--- src/rtl/hazard_forward_ctrl_pkg.sv ---
// Shared LC-3b hazard/forwarding types.
// Slot bundles, forward-select and dest-mux encodings.
package lc3b_types;

  localparam int NUM_REGS = 8;
  localparam int REG_W = $clog2(NUM_REGS);

  typedef logic [REG_W-1:0] lc3b_reg;

  typedef enum logic [1:0] {
    FWD_RF    = 2'd0,
    FWD_EXMEM = 2'd1,
    FWD_MEMWB = 2'd2
  } lc3b_fwdsel;

  typedef enum logic [1:0] {
    DEST_ALU  = 2'd0,
    DEST_ADDR = 2'd1,
    DEST_PC   = 2'd2
  } lc3b_destsel;

  typedef struct packed {
    logic        valid;
    lc3b_reg     dest;
    logic        writes;
    logic        is_load;
    lc3b_destsel dest_mux_sel;
  } lc3b_hzslot;

  typedef struct packed {
    lc3b_reg sr1;
    lc3b_reg sr2;
    logic    uses_sr1;
    logic    uses_sr2;
  } lc3b_hzsrc;

  function automatic logic slot_hit(
    input lc3b_hzslot s,
    input lc3b_reg    r
  );
    return s.valid && s.writes && (s.dest == r);
  endfunction

  // EX/MEM wins over MEM/WB; a load in MEM never forwards.
  function automatic lc3b_fwdsel fwd_pick(
    input logic       uses,
    input lc3b_reg    r,
    input lc3b_hzslot mem,
    input lc3b_hzslot wb
  );
    if (!uses)
      return FWD_RF;
    if (slot_hit(mem, r) && !mem.is_load)
      return FWD_EXMEM;
    if (slot_hit(wb, r))
      return FWD_MEMWB;
    return FWD_RF;
  endfunction

endpackage

--- src/rtl/hazard_forward_ctrl_slot.sv ---
// One in-flight instruction tag register.
// Holds unless loaded; a bubble loads an empty slot.
import lc3b_types::*;

module hazard_slot (
  input  logic       clk,
  input  logic       reset,
  input  logic       load,
  input  logic       bubble,
  input  lc3b_hzslot slot_i,
  output lc3b_hzslot slot_o
);

  lc3b_hzslot slot_d;
  lc3b_hzslot slot_q;

  always_comb begin
    slot_d = slot_q;
    if (load)
      slot_d = bubble ? '0 : slot_i;
  end

  always_ff @(posedge clk or posedge reset) begin
    if (reset)
      slot_q <= '0;
    else
      slot_q <= slot_d;
  end

  assign slot_o = slot_q;

endmodule

--- src/rtl/hazard_forward_ctrl.sv ---
// EX operand forwarding selects and load-use stall.
// Tracks ID/EX, EX/MEM and MEM/WB destination tags.
import lc3b_types::*;

module hazard_forward_ctrl #(
  parameter int NUM_REGS = 8
) (
  input  logic                        clk,
  input  logic                        reset,
  input  logic                        iAdvance,
  input  logic                        iFlush,
  input  logic                        iIDValid,
  input  logic [$clog2(NUM_REGS)-1:0] iIDSR1,
  input  logic [$clog2(NUM_REGS)-1:0] iIDSR2,
  input  logic                        iIDUsesSR1,
  input  logic                        iIDUsesSR2,
  input  logic [$clog2(NUM_REGS)-1:0] iIDDest,
  input  logic                        iIDWritesReg,
  input  logic                        iIDIsLoad,
  input  logic [1:0]                  iIDDestMuxSel,
  output logic [1:0]                  oForwardSR1Sel,
  output logic [1:0]                  oForwardSR2Sel,
  output logic [1:0]                  oEXMemDestMuxSel,
  output logic                        oLoadUseStall
);

  lc3b_hzslot id_slot;
  lc3b_hzslot ex_slot;
  lc3b_hzslot mem_slot;
  lc3b_hzslot wb_slot;
  lc3b_hzsrc  id_src;
  lc3b_hzsrc  ex_src_d;
  lc3b_hzsrc  ex_src_q;
  logic       ex_bubble;
  logic       load_use;

  always_comb begin
    id_slot = '0;
    id_slot.valid = 1'b1;
    id_slot.dest = iIDDest;
    id_slot.writes = iIDWritesReg;
    id_slot.is_load = iIDIsLoad;
    id_slot.dest_mux_sel = lc3b_destsel'(iIDDestMuxSel);
    id_src = '0;
    id_src.sr1 = iIDSR1;
    id_src.sr2 = iIDSR2;
    id_src.uses_sr1 = iIDUsesSR1;
    id_src.uses_sr2 = iIDUsesSR2;
  end

  always_comb begin
    load_use = iIDValid && ex_slot.valid
      && ex_slot.writes && ex_slot.is_load
      && ((iIDUsesSR1 && (iIDSR1 == ex_slot.dest))
       || (iIDUsesSR2 && (iIDSR2 == ex_slot.dest)));
    oLoadUseStall = load_use && !iFlush;
  end

  assign ex_bubble = oLoadUseStall || iFlush || !iIDValid;

  hazard_slot u_ex (
    .clk    (clk),
    .reset  (reset),
    .load   (iAdvance),
    .bubble (ex_bubble),
    .slot_i (id_slot),
    .slot_o (ex_slot)
  );

  hazard_slot u_mem (
    .clk    (clk),
    .reset  (reset),
    .load   (iAdvance),
    .bubble (1'b0),
    .slot_i (ex_slot),
    .slot_o (mem_slot)
  );

  hazard_slot u_wb (
    .clk    (clk),
    .reset  (reset),
    .load   (iAdvance),
    .bubble (1'b0),
    .slot_i (mem_slot),
    .slot_o (wb_slot)
  );

  always_comb begin
    ex_src_d = ex_src_q;
    if (iAdvance)
      ex_src_d = ex_bubble ? '0 : id_src;
  end

  always_ff @(posedge clk or posedge reset) begin
    if (reset)
      ex_src_q <= '0;
    else
      ex_src_q <= ex_src_d;
  end

  always_comb begin
    oForwardSR1Sel = fwd_pick(ex_src_q.uses_sr1,
      ex_src_q.sr1, mem_slot, wb_slot);
    oForwardSR2Sel = fwd_pick(ex_src_q.uses_sr2,
      ex_src_q.sr2, mem_slot, wb_slot);
    oEXMemDestMuxSel = mem_slot.valid ?
      mem_slot.dest_mux_sel : DEST_ALU;
  end

  logic mem_load_hit;
  assign mem_load_hit = mem_slot.valid && mem_slot.writes
    && mem_slot.is_load
    && ((ex_src_q.uses_sr1 && ex_src_q.sr1 == mem_slot.dest)
     || (ex_src_q.uses_sr2 && ex_src_q.sr2 == mem_slot.dest));

  a_no_mem_load_fwd: assert property (
    @(posedge clk) disable iff (reset) !mem_load_hit);

endmodule

--- config.mk ---
export PLATFORM = sky130hd
export DESIGN_NAME = hazard_forward_ctrl
export DESIGN_NICKNAME = d
export VERILOG_FILES = /design/src/rtl/hazard_forward_ctrl_pkg.sv /design/src/rtl/hazard_forward_ctrl_slot.sv /design/src/rtl/hazard_forward_ctrl.sv
export SDC_FILE = /design/constraint.sdc
export NUM_CORES = 1
export LEC_CHECK = 0
export CAP_MARGIN = 20
export CORE_ASPECT_RATIO = 1.75
export CORE_MARGIN = 2
export CORE_UTILIZATION = 46
export DETAILED_ROUTE_END_ITERATION = 10
export GPL_ROUTABILITY_DRIVEN = 0
export GPL_TIMING_DRIVEN = 0
export PLACE_DENSITY = 0.86
export SLEW_MARGIN = 15
export SYNTH_ARGS = -nofsm -noshare
export SYNTH_HDL_FRONTEND = slang
export SYNTH_SLANG_ARGS = --single-unit
export TNS_END_PERCENT = 1
--- constraint.sdc ---
create_clock -name clk -period 1.3 [get_ports clk]
set_input_delay 0.26 -clock clk [delete_from_list [all_inputs] [get_ports clk]]
set_output_delay 0.26 -clock clk [all_outputs]
set_load 0.03 [all_outputs]
-- Yosys cells after proc, flatten, opt, wreduce, memory -nomap -nowiden
Index checks and enable logic that the tools add are counted.
- equal/unequal tests: 6
- reductions and logical operators: 21
- muxes and demuxes: 25
- operator list (operator ; count):
    two-way mux 2 bit ; 13
    == test 3 bit ; 6
    two-way mux 8 bit ; 2
    logical AND 1 bit ; 15
    two-way mux 1 bit ; 10
    zero test 1 bit ; 3
    logical OR 1 bit ; 3
- output and inout port bits: 7
- flip-flop bits (word level): 29
- input bits: 20
- logic and storage cells: 69

-- Depth between registers and ports, before layout
Gate-level depths: netlist (run 1).
- depth in word-level cells: 10
- gate-level depth with buffers: 5
- mapped depth without buffers: 4

-- Cells and area by module
Synthesis (run 1) repeated with hierarchy kept, for this count alone.
- cells, all modules: 137
- area, all modules: 1546.5 µm²
- by module, submodules not included (module ; instances ; cells each ; seq. area each (µm²) ; area an instance (µm²)):
    hazard_slot ; 3 ; 21 ; 200.2 ; 306.5
    hazard_forward_ctrl ; 1 ; 74 ; 200.2 ; 626.9

-- Worst setup path after synthesis (run 1)
No wires, ideal clock.
- path type: register -> output
- start point: register u_mem.slot_q, in the netlist u_mem.slot_o[6]
- end point: output port oForwardSR1Sel[1]
- data required time: 1.040 ns
- buffers on the path: 0
- arrival: 1.620 ns
- stages on the path, launching flop included: 4
- setup slack: -0.580 ns
- cell sequence: dfrtp_1 xor2_1 nor4_1 nor4_1
- longest elaborated chain between the ends: 8
- elaborated cells between the ends (all ways): 10
- classes of those cells: eq/ne: 1; mux: 7; reduce/logical: 2
- RTL lines (item ; line ; source):
    start, declared ; hazard_forward_ctrl_slot.sv:15 ; lc3b_hzslot slot_q;
    start signal, assigned ; hazard_forward_ctrl_slot.sv:27 ; slot_q <= slot_d;
    == test 3 bit (*) ; hazard_forward_ctrl_pkg.sv:41 ; return s.valid && s.writes && (s.dest == r);
    logical AND 1 bit (*) ; hazard_forward_ctrl_pkg.sv:41 ;
    logical AND 1 bit (*) ; hazard_forward_ctrl_pkg.sv:53 ; if (slot_hit(mem, r) && !mem.is_load)
    two-way mux 2 bit ; hazard_forward_ctrl_pkg.sv:53 ;
    two-way mux 2 bit ; hazard_forward_ctrl_pkg.sv:55 ; if (slot_hit(wb, r))
    two-way mux 2 bit ; hazard_forward_ctrl_pkg.sv:57 ; return FWD_RF;
    two-way mux 2 bit (*) ; hazard_forward_ctrl_pkg.sv:55 ;
    two-way mux 2 bit (*) ; hazard_forward_ctrl_pkg.sv:53 ;
    end, declared ; hazard_forward_ctrl.sv:21 ; output logic [1:0] oForwardSR1Sel,
Mark *: on every way between the ends. The rest lies on a longest branch, timed or not. The select of a mux whose other input is x is not followed.

-- Worst setup path after layout (run 1)
- start point: register ex_src_q[2] (netlist name)
- end point: output port oForwardSR2Sel[0]
- longest elaborated chain between the ends: 8
- elaborated cells between the ends (all ways): 15
- classes of those cells: eq/ne: 2; mux: 10; reduce/logical: 3
- RTL lines (item ; line ; source):
    start, declared ; hazard_forward_ctrl.sv:33 ; lc3b_hzsrc ex_src_q;
    start signal, assigned ; hazard_forward_ctrl.sv:98 ; ex_src_q <= ex_src_d;
    == test 3 bit ; hazard_forward_ctrl_pkg.sv:41 ;
    logical AND 1 bit ; hazard_forward_ctrl_pkg.sv:41 ;
    two-way mux 1 bit or logical AND 1 bit (tied branches) ; hazard_forward_ctrl_pkg.sv:55, hazard_forward_ctrl_pkg.sv:53 ;
    two-way mux 1 bit or two-way mux 2 bit (tied branches) ; hazard_forward_ctrl_pkg.sv:55, hazard_forward_ctrl_pkg.sv:53 ;
    two-way mux 1 bit or two-way mux 2 bit (tied branches) ; hazard_forward_ctrl_pkg.sv:53, hazard_forward_ctrl_pkg.sv:55 ;
    two-way mux 2 bit ; hazard_forward_ctrl_pkg.sv:57 ;
    two-way mux 2 bit (*) ; hazard_forward_ctrl_pkg.sv:55 ;
    two-way mux 2 bit (*) ; hazard_forward_ctrl_pkg.sv:53 ;
    end, declared ; hazard_forward_ctrl.sv:22 ; output logic [1:0] oForwardSR2Sel,
Marked as above.

==> results of run 1 <==
==> worst reg2reg max path, stage by stage (launching register included) <==
cell and delay (ps):
dfrtp_1 430, xnor2_1 190, nand4_1 230, buf_4 210, a21oi_4 240, buf_6 190, o22ai_1 90
==> report_power, final <==
part           switching, mW  internal, mW
registers             0.0748         0.973
logic                  0.158         0.179
clock network          0.330         0.419
==> metrics by stage <==
| stage | hold slack, ps | util [%] | worst slack (ps) |
|---|---|---|---|
| 2_1_floorplan | 338.1 | - | -175.1 |
| 3_3_place_gp | 483.5 | 60.43 | -1116 |
| 3_5_place_dp | 488.9 | 60.43 | -1156 |
| 4_1_cts | 420.2 | 67.61 | -552.1 |
| 5_1_grt | 450.5 | 67.65 | -608.1 |
| 6_report | 398.4 | 67.65 | -554.0 |
==> state kept, by name, indices dropped and copies added, names as in the netlist <==
| register | flops |
|---|---|
| ex_src_q | 8 |
| u_ex.slot_o | 8 |
| u_mem.slot_o | 8 |
| u_wb.slot_o | 5 |
==> kinds of logic after synthesis <==
kind of cell,after synthesis
AND/OR/NAND/NOR,30
flip-flops,29
multiplexers,13
XOR/XNOR,18
buffers and inverters,24
AO/OA/AOI/OAI,18
==> synth_stat cells (all sizes together) <==
library cell   n
dfrtp         29
and2           4
and3b          1
o22ai         16
mux2          13
nand3b         1
xor2          10
nand2         15
a21oi          1
a211oi         1
buf            3
nand4          5
nor4           4
inv           18
clkbuf         3
xnor2          8
==> worst max-delay path by stage <==
stage,start,end
finish,ex_src_q[2]$_DFFE_PP0P_,oForwardSR2Sel[0]
global route,u_ex.slot_o[4]$_DFFE_PP0P_,oLoadUseStall
CTS,u_mem.slot_o[4]$_DFFE_PP0P_,oForwardSR2Sel[0]
detailed placement,iIDSR1[0],oLoadUseStall
global placement,iIDSR1[0],oLoadUseStall
floorplan,u_ex.slot_o[6]$_DFFE_PP0P_,oLoadUseStall
==> layer usage <==
| metal | GRT usage (%) | routed length, microns | vias up | part of all wire (%) |
|---|---|---|---|---|
| met5 | 0 | 0 | - | 0 |
| met4 | 11.14 | 85 | 0 | 2.6 |
| met3 | 4.884 | 126 | 7 | 3.8 |
| met2 | 37.64 | 1905 | 32 | 58 |
| met1 | 23.54 | 1172 | 558 | 36 |
| li1 | - | - | 520 | - |
==> what timing repair did <==
| action | 4_1_cts | 5_1_grt |
|---|---|---|
| setup buffers | 7 | 0 |
| pin swaps | 12 | 5 |
| endpoints found under the setup margin | 27 | 23 |
| resized for setup | 52 | 1 |
==> layout make-up <==
type | instances | area share, %
sequential | 29 | 36.96
multi-input combinational | 79 | 35.88
timing repair buffer | 33 | 15.73
clock buffer | 7 | 4.359
inverter | 18 | 3.601
tap | 28 | 1.769
buffer | 6 | 1.706
==> flow_summary.yaml, run 1 <==
power:
  peakVddDrop_mv: 0.9921
  total_power_mw: 2.133
  p_per_area_mw_per_mm2: 1077
  leakagePower_nw: 0.8518
worst_setup_path:
  reg2reg_to: "ex_src_q[6]$_DFFE_PP0P_"
  rr_worst_depth: 6
  crit_buf_inv: 1
  arrival_ps: 1590
  endpoint_kind: "output pin"
  crit_path_start_kind: "flop"
  cp_slowest_stage_delay_ps: 410
  r2r_slack_ps: -430
  critPathKind: "reg2out"
  crit_chain: "xor2_2, nor4_4, and2_4, buf_6"
  worst_r2r_startpoint: "u_ex.slot_o[4]$_DFFE_PP0P_"
  cp.depth: 4
  cp_data_required_time_ps: 1040
  slowest_stage: "dfrtp_1"
  cp_top_family: "simple AND/OR/NAND/NOR gates"
  path_max_fanout: 2
floorplanning:
  die_x_microns: 45.91
  die_height_microns: 77.34
  dieArea_sq_mm: 0.003551
  start_util_pct: 48.29
  num_rows: 26
  core_area_sq_mm: 0.002928
  io_pins: 27
placement:
  place_area_sq_mm: 0.001769
  dp_cells: 186
  place_hpwl_microns: 2354
  port_buffers: 26
global_routing:
  grt_pass1_wl_microns: 5382
  antenna_found_initial: 0
  grt_pass1_vias: 1161
  overflow: 0
  grtUsageTotal_pct: 21.94
  grt_max_degree: 30
cells_and_area:
  instances_no_fill: 200
  fillers: 213
  layout_commonest_cell: "dfrtp_1"
  seq_area_sq_um: 732.0
  layout-drive-gt1-share_pct: 33.72
  final_area_sq_mm: 0.001981
  area_growth_pct: 40.09
  fin_nets: 192
  layout_common_cells: "dfrtp_1, clkdlybuf4s50_1, inv_1"
  multiInputGateArea_sq_um: 710.7
  diodes: 0
yosys:
  synth-seq-cells: 29
  syn-num-nets: 152
  synth_cell_type_count: 18
  synth_xor_area_share_pct: 11.15
  synth-simple-area-share_pct: 10.88
  syn_area_per_cell_sq_um: 10.71
  synth_fa_ha_area_share_pct: 0
  syn_inst: 132
  synth_top_area_share_pct: 51.33
  synthTopCellsByArea: "dfrtp_1, mux2_2, o22ai_1"
  synth_top_family_by_area: "XOR/XNOR gates"
  ys_seq_area_share_pct: 51.33
  synth_compound_area_share_pct: 9.204
  synthMuxAreaShare_pct: 10.35
  syn-cell-area_sq_mm: 0.001414
  yosys.area.top_type: "dfrtp_1"
  yosysWarnings: 0
clock_tree:
  cts_tree: "done"
  clkSinkCount: 29
  clock_path_buffers: 2
  hold_buffers: 0
  clk_latency_ps: 280
  cts_root_buffer: "clkbuf_8"
  clk_pin_slew_worst_paths_ps: 60
  htreeDepth: 2
  cts_buffers: 5
timing:
  finalCritPeriodShare_pct: 142.6
  finalClockSkew_ps: 4.102
  rsz0062_at_grt: "true"
  tns_ps: -8612
  tightest_slew_ps: 619.9
  clock.fmax_mhz: 539.4
  maxSlewViolCount: 0
  setup_ws_ps: -554.0
  slew_headroom_pct: 58.59
  finalSetupViolCount: 23
  hold_violations: 0
  fin_crit_ps: 1854
routing:
  wl_microns: 3289
  drtPass1Iterations: 4
  drt_iter0_drc: 26
  viasPerCell: 5.585
  avgRoutedWirePerCell_microns: 16.45
  vias: 1117
  drc: 0
  drtAntennaViolNets: 0
outcome:
  status: "complete, but fails checks"
  failed_checks: "negative setup slack"
run:
  cap_violations: 0
min_path:
  hp-class: "in2async"
No activity file was read; power rests on OpenSTA's default activity.
==> run 2, diff against run 1 <==
--- a/config.mk
+++ b/config.mk
@@ -5,6 +5,7 @@
 export SDC_FILE = /design/constraint.sdc
 export NUM_CORES = 1
 export LEC_CHECK = 0
+export ABC_CLOCK_PERIOD_IN_PS = 1300
 export CAP_MARGIN = 20
 export CORE_ASPECT_RATIO = 1.75
 export CORE_MARGIN = 2
@@ -12,7 +13,8 @@
 export DETAILED_ROUTE_END_ITERATION = 10
 export GPL_ROUTABILITY_DRIVEN = 0
 export GPL_TIMING_DRIVEN = 0
-export PLACE_DENSITY = 0.86
+export PLACE_DENSITY = 0.75
+export REMOVE_ABC_BUFFERS = 1
 export SLEW_MARGIN = 15
 export SYNTH_ARGS = -nofsm -noshare
 export SYNTH_HDL_FRONTEND = slang
==> run 2 against run 1 <==
  * The flow still finishes with violations (negative setup slack)
  * Non-clock buffer count decreased by 8
  * Register-to-register slack about the same
  * Final area down 2.7%
  * Largest cell class unchanged
  * Largest power group unchanged
==> flow_summary.yaml, run 2 (synthesized netlist as in run 1, its figures left out) <==
run:
  cap_violations: 0
global_routing:
  grt_busiest_layer: "met2"
  antenna_found_initial: 0
  grt_use_met3_pct: 6.279
  grt_pass1_vias: 1084
  grtUsageTotal_pct: 19.61
  grt_use_met2_pct: 32.22
  grt_pass1_wl_microns: 4981
  overflow: 0
  grt_max_degree: 31
  use_met1_pct: 22.40
outcome:
  failed_checks: "negative setup slack"
  status: "complete, but fails checks"
worst_setup_path:
  cp_slowest_stage_delay_ps: 450
  path_max_fanout: 4
  rr_worst_depth: 5
  cp-endpoint: "oLoadUseStall"
  reg2reg_to: "ex_src_q[6]$_DFFE_PP0P_"
  endpoint_kind: "output pin"
  crit_path_start_kind: "flop"
  arrival_ps: 1570
  crit_chain: "xnor2_2, nand4_1, a211oi_2, buf_4"
  crit_start: "u_ex.slot_o[5]$_DFFE_PP0P_"
  cp_data_required_time_ps: 1040
  r2r_slack_ps: -420
  worst_r2r_startpoint: "u_ex.slot_o[5]$_DFFE_PP0P_"
  slowest_stage: "dfrtp_2"
  critPathKind: "reg2out"
timing:
  fin_crit_ps: 1828
  clock.fmax_mhz: 547.2
  setup_ws_ps: -527.5
  tightest_slew_ps: 671.3
  rsz0062_at_grt: "true"
  hold_ws_ps: 188.3
  hold_violations: 0
  finalSetupViolCount: 22
  slew_headroom_pct: 55.25
  finalClockSkew_ps: 7.389
  tns_ps: -8814
  finalCritPeriodShare_pct: 140.6
  maxSlewViolCount: 0
power:
  p_per_area_mw_per_mm2: 1205
  peakVddDrop_mv: 1.179
  leakagePower_nw: 0.8911
clock_tree:
  clk_pin_slew_worst_paths_ps: 60
  cts_root_buffer: "clkbuf_8"
  cts_buffers: 5
  cts_tree: "done"
  clk_latency_ps: 280
  hold_buffers: 0
  clkSinkCount: 29
  clock_path_buffers: 2
  htreeDepth: 2
floorplanning:
  num_rows: 26
  die_x_microns: 45.91
  core_area_sq_mm: 0.002928
  die_height_microns: 77.34
  dieArea_sq_mm: 0.003551
  start_util_pct: 48.29
  io_pins: 27
routing:
  vias: 1055
  drtPass1Iterations: 4
  viasPerCell: 5.466
  drtAntennaViolNets: 0
  drc: 0
  drt_iter0_drc: 12
  avgRoutedWirePerCell_microns: 16.26
  wl_microns: 3138
cells_and_area:
  diodes: 0
  layout_common_cells: "dfrtp_1, inv_1, nand2_1, o22ai_1, mux2_2"
  fin_nets: 184
  area_growth_pct: 36.28
  layout_commonest_cell: "dfrtp_1"
  layout-drive-gt1-share_pct: 27.88
placement:
  place_hpwl_microns: 2094
  port_buffers: 26
min_path:
  hp-class: "in2async"
-- run 2: final cells by class --
| class | count | area, sq um |
|---|---|---|
| inverter | 18 | 67.56 |
| sequential | 29 | 728.2 |
| multi-input combinational | 79 | 666.9 |
| clock buffer | 7 | 86.33 |
| timing repair buffer | 31 | 312.8 |
| fill | 237 | 1001 |
| tap | 28 | 35.03 |
| clock inverter | 1 | 30.03 |
-- run 2: report_power, final --
part	total [mW]	switching [mW]	internal, mW
combinational	0.318	0.148	0.170
sequential	1.04	0.0707	0.971
clock	0.962	0.338	0.624
-- run 2: worst min-delay path by stage --
stage / startpoint / to / slack (ps) / depth (start not counted)
finish: reset / u_ex.slot_o[2]$_DFFE_PP0P_ / 190 / 2
floorplan: reset / ex_src_q[0]$_DFFE_PP0P_ / 340 / 1
global placement: u_mem.slot_o[0]$_DFFE_PP0P_ / u_mem.slot_o[0]$_DFFE_PP0P_ / 480 / 1
detailed placement: u_mem.slot_o[1]$_DFFE_PP0P_ / u_mem.slot_o[1]$_DFFE_PP0P_ / 500 / 1
CTS: iIDSR1[0] / ex_src_q[5]$_DFFE_PP0P_ / 390 / 3
global route: reset / u_ex.slot_o[2]$_DFFE_PP0P_ / 190 / 2
-- run 2: worst max-delay path: cells and delay by family, from the launching register on --
| family | cells | cell delay (ps) |
|---|---|---|
| simple gates | 1 | 190 |
| compound gates | 1 | 280 |
| flops | 1 | 450 |
| xor+xnor | 1 | 150 |
| buf+inv | 1 | 200 |
-- run 2: routing by layer --
metal / part of all wire (%) / vias up
met5: 0 / -
met2: 58 / 22
met3: 3.3 / 5
met4: 1.4 / 0
li1: - / 509
met1: 38 / 519
-- run 2: through the flow --
| step | power, mW | setup WS [ps] | cell area, sq um | util, % | instances |
|---|---|---|---|---|---|
| finish | 2.322 | -527.5 | 1927 | 65.81 | 193 |
| CTS | 2.302 | -514.4 | 1831 | 62.52 | 190 |
| floorplan | 1.188 | -579.8 | 1381 | - | 126 |
| global route | 2.417 | -591.2 | 1927 | 65.81 | 193 |
| detailed placement | 1.325 | -1244 | 1677 | 57.27 | 180 |
| global placement | 1.306 | -1175 | 1677 | 57.27 | 180 |
-- run 2: repair_timing --
action	CTS	global route
setup endpoints to repair	36	23
gates resized for setup	52	15
pin swaps	29	10
setup buffers	2	2
